--- src/rtl/sine_wave_sequencer.sv ---
// rtl/sine_wave_sequencer.sv - quarter-wave LUT sequencer producing a full signed sine wave
// Optional period counter output enabled by SINE_SEQ_PERIOD_COUNT_EN.
module sine_wave_sequencer #(
    parameter int ADDR_W = 6,
    parameter int DATA_W = 8,
    parameter int DIV_W  = 8
) (
    input  logic              clk,
    input  logic              rst,
    input  logic              start,
    input  logic              stop,
    input  logic [DIV_W-1:0]  div,
    output logic [ADDR_W-1:0] lut_addr,
    input  logic [DATA_W-1:0] lut_data,
    output logic [DATA_W:0]   sample_out,
    output logic              sample_valid,
    output logic              busy,
    output logic              done,
`ifdef SINE_SEQ_PERIOD_COUNT_EN
    output logic [15:0]       period_cnt,
`endif
    output logic              sign
);

    localparam logic [ADDR_W-1:0] MAX = '1;

    typedef enum logic [2:0] {IDLE, Q1, Q2, Q3, Q4} state_t;

    state_t            state;
    state_t            nxt_q;
    logic [ADDR_W-1:0] cnt;
    logic [ADDR_W-1:0] nxt_cnt;
    logic [ADDR_W-1:0] nxt_addr;
    logic              nxt_sign;
    logic [DIV_W-1:0]  pc;
    logic [DIV_W-1:0]  div_q;
    logic              stop_pend;
    logic              upd;
    logic              tick;
    logic              wrap_end;

    assign tick     = (pc == div_q);
    assign wrap_end = (state == Q4) && (cnt == MAX);

    always_comb begin
        nxt_cnt = (cnt == MAX) ? '0 : cnt + 1'b1;
        nxt_q   = state;
        if (cnt == MAX) begin
            case (state)
                Q1:      nxt_q = Q2;
                Q2:      nxt_q = Q3;
                Q3:      nxt_q = Q4;
                default: nxt_q = Q1;
            endcase
        end
        // Q2/Q4 walk the quarter table backwards to mirror the waveform
        nxt_addr = (nxt_q == Q2 || nxt_q == Q4) ? MAX - nxt_cnt : nxt_cnt;
        nxt_sign = (nxt_q == Q3 || nxt_q == Q4);
    end

    always_ff @(posedge clk or posedge rst) begin
        if (rst) begin
            state        <= IDLE;
            cnt          <= '0;
            pc           <= '0;
            div_q        <= '0;
            stop_pend    <= 1'b0;
            upd          <= 1'b0;
            lut_addr     <= '0;
            sign         <= 1'b0;
            sample_out   <= '0;
            sample_valid <= 1'b0;
            busy         <= 1'b0;
            done         <= 1'b0;
`ifdef SINE_SEQ_PERIOD_COUNT_EN
            period_cnt   <= '0;
`endif
        end else begin
            done         <= 1'b0;
            upd          <= 1'b0;
            sample_valid <= upd;
            // LUT data belongs to the address/sign registered on the previous edge
            if (upd) begin
                sample_out <= sign ? -{1'b0, lut_data} : {1'b0, lut_data};
            end
            case (state)
                IDLE: begin
                    if (start) begin
                        state     <= Q1;
                        cnt       <= '0;
                        pc        <= '0;
                        div_q     <= div;
                        stop_pend <= 1'b0;
                        lut_addr  <= '0;
                        sign      <= 1'b0;
                        busy      <= 1'b1;
                        upd       <= 1'b1;
`ifdef SINE_SEQ_PERIOD_COUNT_EN
                        period_cnt <= '0;
`endif
                    end
                end
                default: begin
                    if (stop) begin
                        stop_pend <= 1'b1;
                    end
                    if (tick) begin
                        pc  <= '0;
                        upd <= 1'b1;
`ifdef SINE_SEQ_PERIOD_COUNT_EN
                        if (wrap_end) begin
                            period_cnt <= period_cnt + 16'd1;
                        end
`endif
                        if (wrap_end && stop_pend) begin
                            state     <= IDLE;
                            cnt       <= '0;
                            stop_pend <= 1'b0;
                            lut_addr  <= '0;
                            sign      <= 1'b0;
                            busy      <= 1'b0;
                            done      <= 1'b1;
                        end else begin
                            state    <= nxt_q;
                            cnt      <= nxt_cnt;
                            lut_addr <= nxt_addr;
                            sign     <= nxt_sign;
                        end
                    end else begin
                        pc <= pc + 1'b1;
                    end
                end
            endcase
        end
    end

endmodule

--- config.mk ---
export PLATFORM = sky130hd
export DESIGN_NAME = sine_wave_sequencer
export DESIGN_NICKNAME = d
export VERILOG_FILES = /design/src/rtl/sine_wave_sequencer.sv
export SDC_FILE = /design/constraint.sdc
export NUM_CORES = 1
export LEC_CHECK = 0
export ABC_AREA = 1
export BUFFER_PORTS_ARGS = -buffer_cell sky130_fd_sc_hd__buf_2
export CAP_MARGIN = 20
export CORE_ASPECT_RATIO = 1.75
export CORE_UTILIZATION = 48
export CTS_CLUSTER_DIAMETER = 120
export DETAILED_ROUTE_END_ITERATION = 8
export PLACE_DENSITY_LB_ADDON = 0.12
export SLEW_MARGIN = 20
export SYNTH_ARGS = -nofsm -noshare
export SYNTH_HDL_FRONTEND = slang
export SYNTH_SLANG_ARGS = --single-unit
export TNS_END_PERCENT = 5
--- constraint.sdc ---
create_clock -name clk -period 1.5 [get_ports clk]
set_input_delay 0.075 -clock clk [delete_from_list [all_inputs] [get_ports clk]]
set_output_delay 0.075 -clock clk [all_outputs]
set_load 0.02 [all_outputs]
After elaboration in Yosys (flattened, before gate mapping)
Index checks and enable logic that the tools add are counted.
W data, S select, Z words.
{"block": "word_totals", "regBits": 46, "elab_cells": 73, "in_bits": 20, "out_inout_bits": 19}
{"block": "classes", "addsub": 4, "reduce_logical": 10, "n_mux": 37, "eq_ne": 10}
{"op": "$mux W6", "n": 9}
{"op": "$mux W8", "n": 3}
{"op": "$mux W1", "n": 18}
{"op": "$mux W3", "n": 5}
{"op": "$eq A3 B2 Y1 const B", "n": 4}
{"op": "$mux W9", "n": 1}
{"op": "$neg A8 Y9", "n": 1}
{"op": "$pmux W3 S3", "n": 1}
{"op": "$add A8 B1 Y8 const B", "n": 1}
{"op": "$eq A8 B8 Y1", "n": 1}
{"op": "$add A6 B1 Y6 const B", "n": 1}
{"op": "$eq A3 B3 Y1 const B", "n": 2}
{"op": "$eq A6 B6 Y1 const B", "n": 1}
{"op": "$sub A6 B6 Y6 const A", "n": 1}
{"op": "$reduce_and A2 Y1", "n": 2}
{"op": "$reduce_bool A2 Y1", "n": 2}
{"op": "$eq A3 B1 Y1 const B", "n": 1}
{"op": "$logic_not A3 Y1", "n": 1}
{"op": "$reduce_and A3 Y1", "n": 1}
{"op": "$logic_and A1 B1 Y1", "n": 2}
{"op": "$logic_or A1 B1 Y1", "n": 2}
{"op": "$ne A2 B2 Y1 const B", "n": 1}

Depth between registers and ports, before layout
{"block": "logic_depth", "ltp_word": 9, "ltp_mapped": 11, "mapped_depth_nobuf": 11}

Worst setup path before layout
Ideal clock, no wire load.
{"block": "synth_path", "kind": "reg-to-reg", "start": "reg cnt[0]", "end": "reg lut_addr[2]", "t_required_ps": 1383, "path_buffers": 0, "setup_time_ps": 117, "path_slack_ps": -10, "period_less_slack_ps": 1510, "arrival_ps": 1393, "stages_incl_launch_ff": 11, "cell_sequence": "dfrtp_1 ha_1 nand3_4 o21ai_0 nand2_2 nand2_2 nand2_4 nand2_4 nand2_1 nand3_1 nand2_1"}
{"block": "synth_between", "elab_chain_len": 8, "word_cells_on_any_way": 14, "cone_classes": "add/sub (2); eq/ne (3); mux (6); reduce/logical (3)"}
{"item": "start: declaration", "line": "31", "source": "logic [ADDR_W-1:0] cnt;"}
{"item": "start signal: assignment", "line": "125", "source": "cnt <= nxt_cnt;"}
{"item": "parallel branches: the longest is 5 deep, another holds $add A6 B1 Y6"}
{"item": "$mux W6 (*)", "line": "115", "source": "if (wrap_end && stop_pend) begin"}
{"item": "$mux W6 (*)", "line": "107", "source": "if (tick) begin"}
{"item": "$mux W6 (*)", "line": "86", "source": "case (state)"}
{"item": "end signal: assignment", "line": "126", "source": "lut_addr <= nxt_addr;"}
{"item": "end: declaration", "line": "13", "source": "output logic [ADDR_W-1:0] lut_addr,"}
Every way passes the cells marked *. The select of a mux whose other input is x is not followed.
A chain may end at the register's enable or synchronous reset.

Final worst setup path
{"block": "layout_path", "start": "reg cnt[1]", "end": "reg lut_addr[2]"}
Same word-level chain as after synthesis.

==> impl_metrics.xml <==
<?xml version="1.0" encoding="UTF-8"?>
<metrics>
  <group name="run_status">
    <metric name="result_of_the_run" unit="">finished, violations left</metric>
    <metric name="violated_checks" unit="">setup timing</metric>
  </group>
  <group name="floorplan">
    <metric name="effective_utilization_at_floorplan" unit="">0.507</metric>
    <metric name="floorplan.rows" unit="">33</metric>
    <metric name="vertical_extent_of_the_die" unit="microns">96.1</metric>
    <metric name="floorplan.core_area" unit="sq um">4790</metric>
    <metric name="chipWidth" unit="microns">55.8</metric>
    <metric name="pin_count" unit="">39</metric>
    <metric name="die_area" unit="sq um">5360</metric>
  </group>
  <group name="run">
    <metric name="timing.max_cap.violations" unit="">0</metric>
  </group>
  <group name="final_layout">
    <metric name="final_nets" unit="">398</metric>
    <metric name="n_fill_cell" unit="">410</metric>
    <metric name="insertedDiodeCount" unit="">0</metric>
    <metric name="post_route_cells_drive_above_1_share" unit="">0.317</metric>
    <metric name="finish.cell_count_without_fillers" unit="">427</metric>
    <metric name="synth_to_final_area_change" unit="%">30.7</metric>
  </group>
  <group name="setup_path">
    <metric name="critical_path.startpoint_type" unit="">flop</metric>
    <metric name="worst_setup_path_end_kind" unit="">flop</metric>
    <metric name="critPathKind" unit="">reg -&gt; reg</metric>
    <metric name="critical_path_required" unit="ns">1.70</metric>
    <metric name="critPathMaxFanout" unit="">6</metric>
    <metric name="worstPathArrival" unit="ns">1.78</metric>
  </group>
  <group name="cts">
    <metric name="worstSkewPairLatency" unit="ns">0.30</metric>
    <metric name="clock_path_buffers" unit="">2</metric>
    <metric name="cts_root_buffer" unit="">sky130_fd_sc_hd__clkbuf_8</metric>
    <metric name="tritoncts_clock_tree" unit="">built</metric>
    <metric name="cts-htree-levels" unit="">2</metric>
    <metric name="clock_sink_count" unit="">46</metric>
    <metric name="worst_setup_hold_path_clk_slew" unit="ns">0.08</metric>
    <metric name="cts_buffers" unit="">5</metric>
  </group>
  <group name="synthesis">
    <metric name="synth_edf_count" unit="">0</metric>
    <metric name="ys.flop_type" unit="">sky130_fd_sc_hd__dfrtp_1</metric>
    <metric name="mappedNetlistNets" unit="">318</metric>
    <metric name="synthCells" unit="">295</metric>
    <metric name="synth.ff_latch_count" unit="">46</metric>
    <metric name="synthesis.area_per_instance" unit="sq um">8.24</metric>
    <metric name="synth_async_sr_flop_share" unit="">1.00</metric>
    <metric name="synth.yosys.seq_area_share" unit="">0.474</metric>
    <metric name="synth_top_cells_by_area" unit="">sky130_fd_sc_hd__dfrtp_1, sky130_fd_sc_hd__nand2_1, sky130_fd_sc_hd__inv_1, sky130_fd_sc_hd__nand3_1, sky130_fd_sc_hd__xor2_1</metric>
    <metric name="syn_area" unit="sq um">2430</metric>
    <metric name="netlist.area_leader.share" unit="">0.474</metric>
    <metric name="synth_common_cells" unit="">sky130_fd_sc_hd__nand2_1, sky130_fd_sc_hd__dfrtp_1, sky130_fd_sc_hd__inv_1, sky130_fd_sc_hd__nor2_1, sky130_fd_sc_hd__nand3_1</metric>
    <metric name="yosysUniqueCellTypes" unit="">31</metric>
    <metric name="synthesis.yosys.warnings" unit="">0</metric>
    <metric name="synth_area_leader_cell" unit="">sky130_fd_sc_hd__dfrtp_1</metric>
    <metric name="synth_most_common_cell" unit="">sky130_fd_sc_hd__nand2_1</metric>
  </group>
  <group name="grt">
    <metric name="global_route.usage.total" unit="">0.228</metric>
    <metric name="grt_max_degree" unit="">47</metric>
    <metric name="grt.met3_usage" unit="">0.0376</metric>
    <metric name="antenna_violations_before_repair" unit="">0</metric>
    <metric name="grt_use_met1" unit="">0.204</metric>
    <metric name="number_of_global_route_vias_before_repair" unit="">2138</metric>
    <metric name="grt_first_pass_wirelength" unit="microns">9290</metric>
    <metric name="globalRouteMet2Util" unit="">0.472</metric>
    <metric name="grt_most_used_layer" unit="">met2</metric>
    <metric name="grt_total_ovfl" unit="">0</metric>
  </group>
  <group name="sta">
    <metric name="final_count_of_pins_violating_max_slew" unit="">0</metric>
    <metric name="max_clock_freq" unit="MHz">633</metric>
    <metric name="fin_ws" unit="ns">-0.0799</metric>
    <metric name="timing.final.hold_violations" unit="">0</metric>
    <metric name="grt_setup_unrepaired" unit="">yes</metric>
    <metric name="max_slew.worst_pin.slew" unit="ns">0.394</metric>
    <metric name="max_slew_margin" unit="">0.737</metric>
    <metric name="min_period" unit="ns">1.58</metric>
    <metric name="worst_clock_skew" unit="ns">0.00725</metric>
    <metric name="setup_tns" unit="ns">-0.509</metric>
    <metric name="finalCritPeriodShare" unit="">1.05</metric>
    <metric name="report.final.setup_viol" unit="">8</metric>
  </group>
  <group name="worst_hold_path">
    <metric name="hold_path.class" unit="">in -&gt; reg</metric>
  </group>
  <group name="placement">
    <metric name="place.detailed.instances" unit="">411</metric>
    <metric name="io_buffer_count" unit="">38</metric>
    <metric name="place_hpwl" unit="microns">4100</metric>
    <metric name="place_worst_setup_slack" unit="ns">-0.101</metric>
    <metric name="place.gp.congestion" unit="">0.938</metric>
  </group>
  <group name="power_and_ir_drop">
    <metric name="power.leakage" unit="nW">1.64</metric>
    <metric name="pwr_density_cell" unit="nW/um^2">1480</metric>
    <metric name="vdd_ir_drop_max" unit="V">0.00103</metric>
    <metric name="post-layout-total-power" unit="W">0.00470</metric>
  </group>
  <group name="route">
    <metric name="detailedRoute.firstPassIterationCount" unit="">5</metric>
    <metric name="routed_wirelength" unit="microns">5470</metric>
    <metric name="post_drt_via_cell_ratio" unit="">5.11</metric>
    <metric name="post_drt_wl_per_cell" unit="microns">12.8</metric>
    <metric name="drt.antenna.violating_nets" unit="">0</metric>
    <metric name="remaining_drc_errors" unit="">0</metric>
    <metric name="dr_total_vias" unit="">2182</metric>
    <metric name="initialDrtViolationCount" unit="">82</metric>
  </group>
</metrics>
[registers in the layout, summed over array words and instances, names as in the netlist]
register      cells
upd               1
pc                8
state             3
done              1
div_q             8
stop_pend         1
sample_valid      1
sample_out        9
lut_addr          6
cnt               6
sign              1
busy              1
[routing by layer]
layer | vias to the layer above | part of all wire
met4 | 0 | 0.038
met1 | 1021 | 0.35
li1 | 1093 | -
met3 | 16 | 0.028
met5 | - | 0
met2 | 52 | 0.58
[what timing repair did]
action	in CTS	in global routing
pin swaps	6	1
resized for setup	12	11
setup buffers	5	1
hold buffers	2	1
endpoints found under the hold margin	47	1
endpoints found under the setup margin	18	28
[kinds of logic (layout without fill, tap and decap cells)]
kind of cell    count (synthesis)  after routing  share of synthesized area
xor+xnor                       17             17                     0.0613
mux                             4              4                     0.0185
flops                          46             46                      0.474
buf+inv                        43            123                     0.0726
compound gates                 40             40                     0.0917
fa+ha+maj                       3              3                     0.0154
simple gates                  142            142                      0.267
[cell usage in the layout (no fill, tap or decap), drive strengths merged, types with 3 or more instances in the layout]
master / count
o21ai: 21
buf: 74
a21oi: 8
mux2: 4
dlygate4sd3: 3
xor2: 12
nor2: 27
xnor2: 5
clkbuf: 6
ha: 3
nor3: 3
nand2: 84
dfrtp: 46
inv: 39
nand3: 25
o22ai: 8
[worst paths after layout]
path,slack [ns],cells after the start,from,endpoint
worst max-delay path,-0.08,10,cnt[1],lut_addr[2]
worst min-delay path,0.01,2,div[2],div_q[2]
worst max register to register,-0.08,10,cnt[1],lut_addr[2]
worst min register to register,0.48,2,busy,busy
max in group asynchronous,0.94,4,rst,sample_out[7]
min in group asynchronous,0.33,4,rst,sample_out[1]
[critical path, cell delays in order, from the launching register on]
cell,delay (ns)
sky130_fd_sc_hd__dfrtp_1,0.41
sky130_fd_sc_hd__ha_4,0.18
sky130_fd_sc_hd__nand3_4,0.11
sky130_fd_sc_hd__nor2_8,0.06
sky130_fd_sc_hd__buf_12,0.13
sky130_fd_sc_hd__o21ai_4,0.18
sky130_fd_sc_hd__nand2_4,0.10
sky130_fd_sc_hd__nand2_4,0.09
sky130_fd_sc_hd__nand2_1,0.06
sky130_fd_sc_hd__nand3_1,0.07
sky130_fd_sc_hd__nand2_1,0.05
[power by group]
group	internal, W	leakage, nW	switching, W
clock	0.000533	0.0573	0.000403
combinational	0.000834	0.998	0.00102
sequential	0.00164	0.580	0.000258
total	0.00301	1.64	0.00169
[per-stage QoR]
stage               cell area [sq um]  hold slack, ns   util
floorplan                        2430           0.207      -
global placement                 2900           0.128  0.604
detailed placement               2900           0.130  0.604
CTS                              3120         0.00901  0.652
global route                     3180          0.0189  0.663
finish                           3180          0.0144  0.663
[area by class of cell]
cell class / count / area, sq um / share of cell area
flip-flops and latches: 46 / 1150 / 0.362
clock buffers: 6 / 82.6 / 0.0260
multi-input cells: 206 / 1180 / 0.373
inverters: 39 / 149 / 0.0469
clock inverters: 1 / 30.0 / 0.00945
repair buffers: 77 / 515 / 0.162
well taps: 52 / 65.1 / 0.0205
No activity file was read; power rests on OpenSTA's default activity.
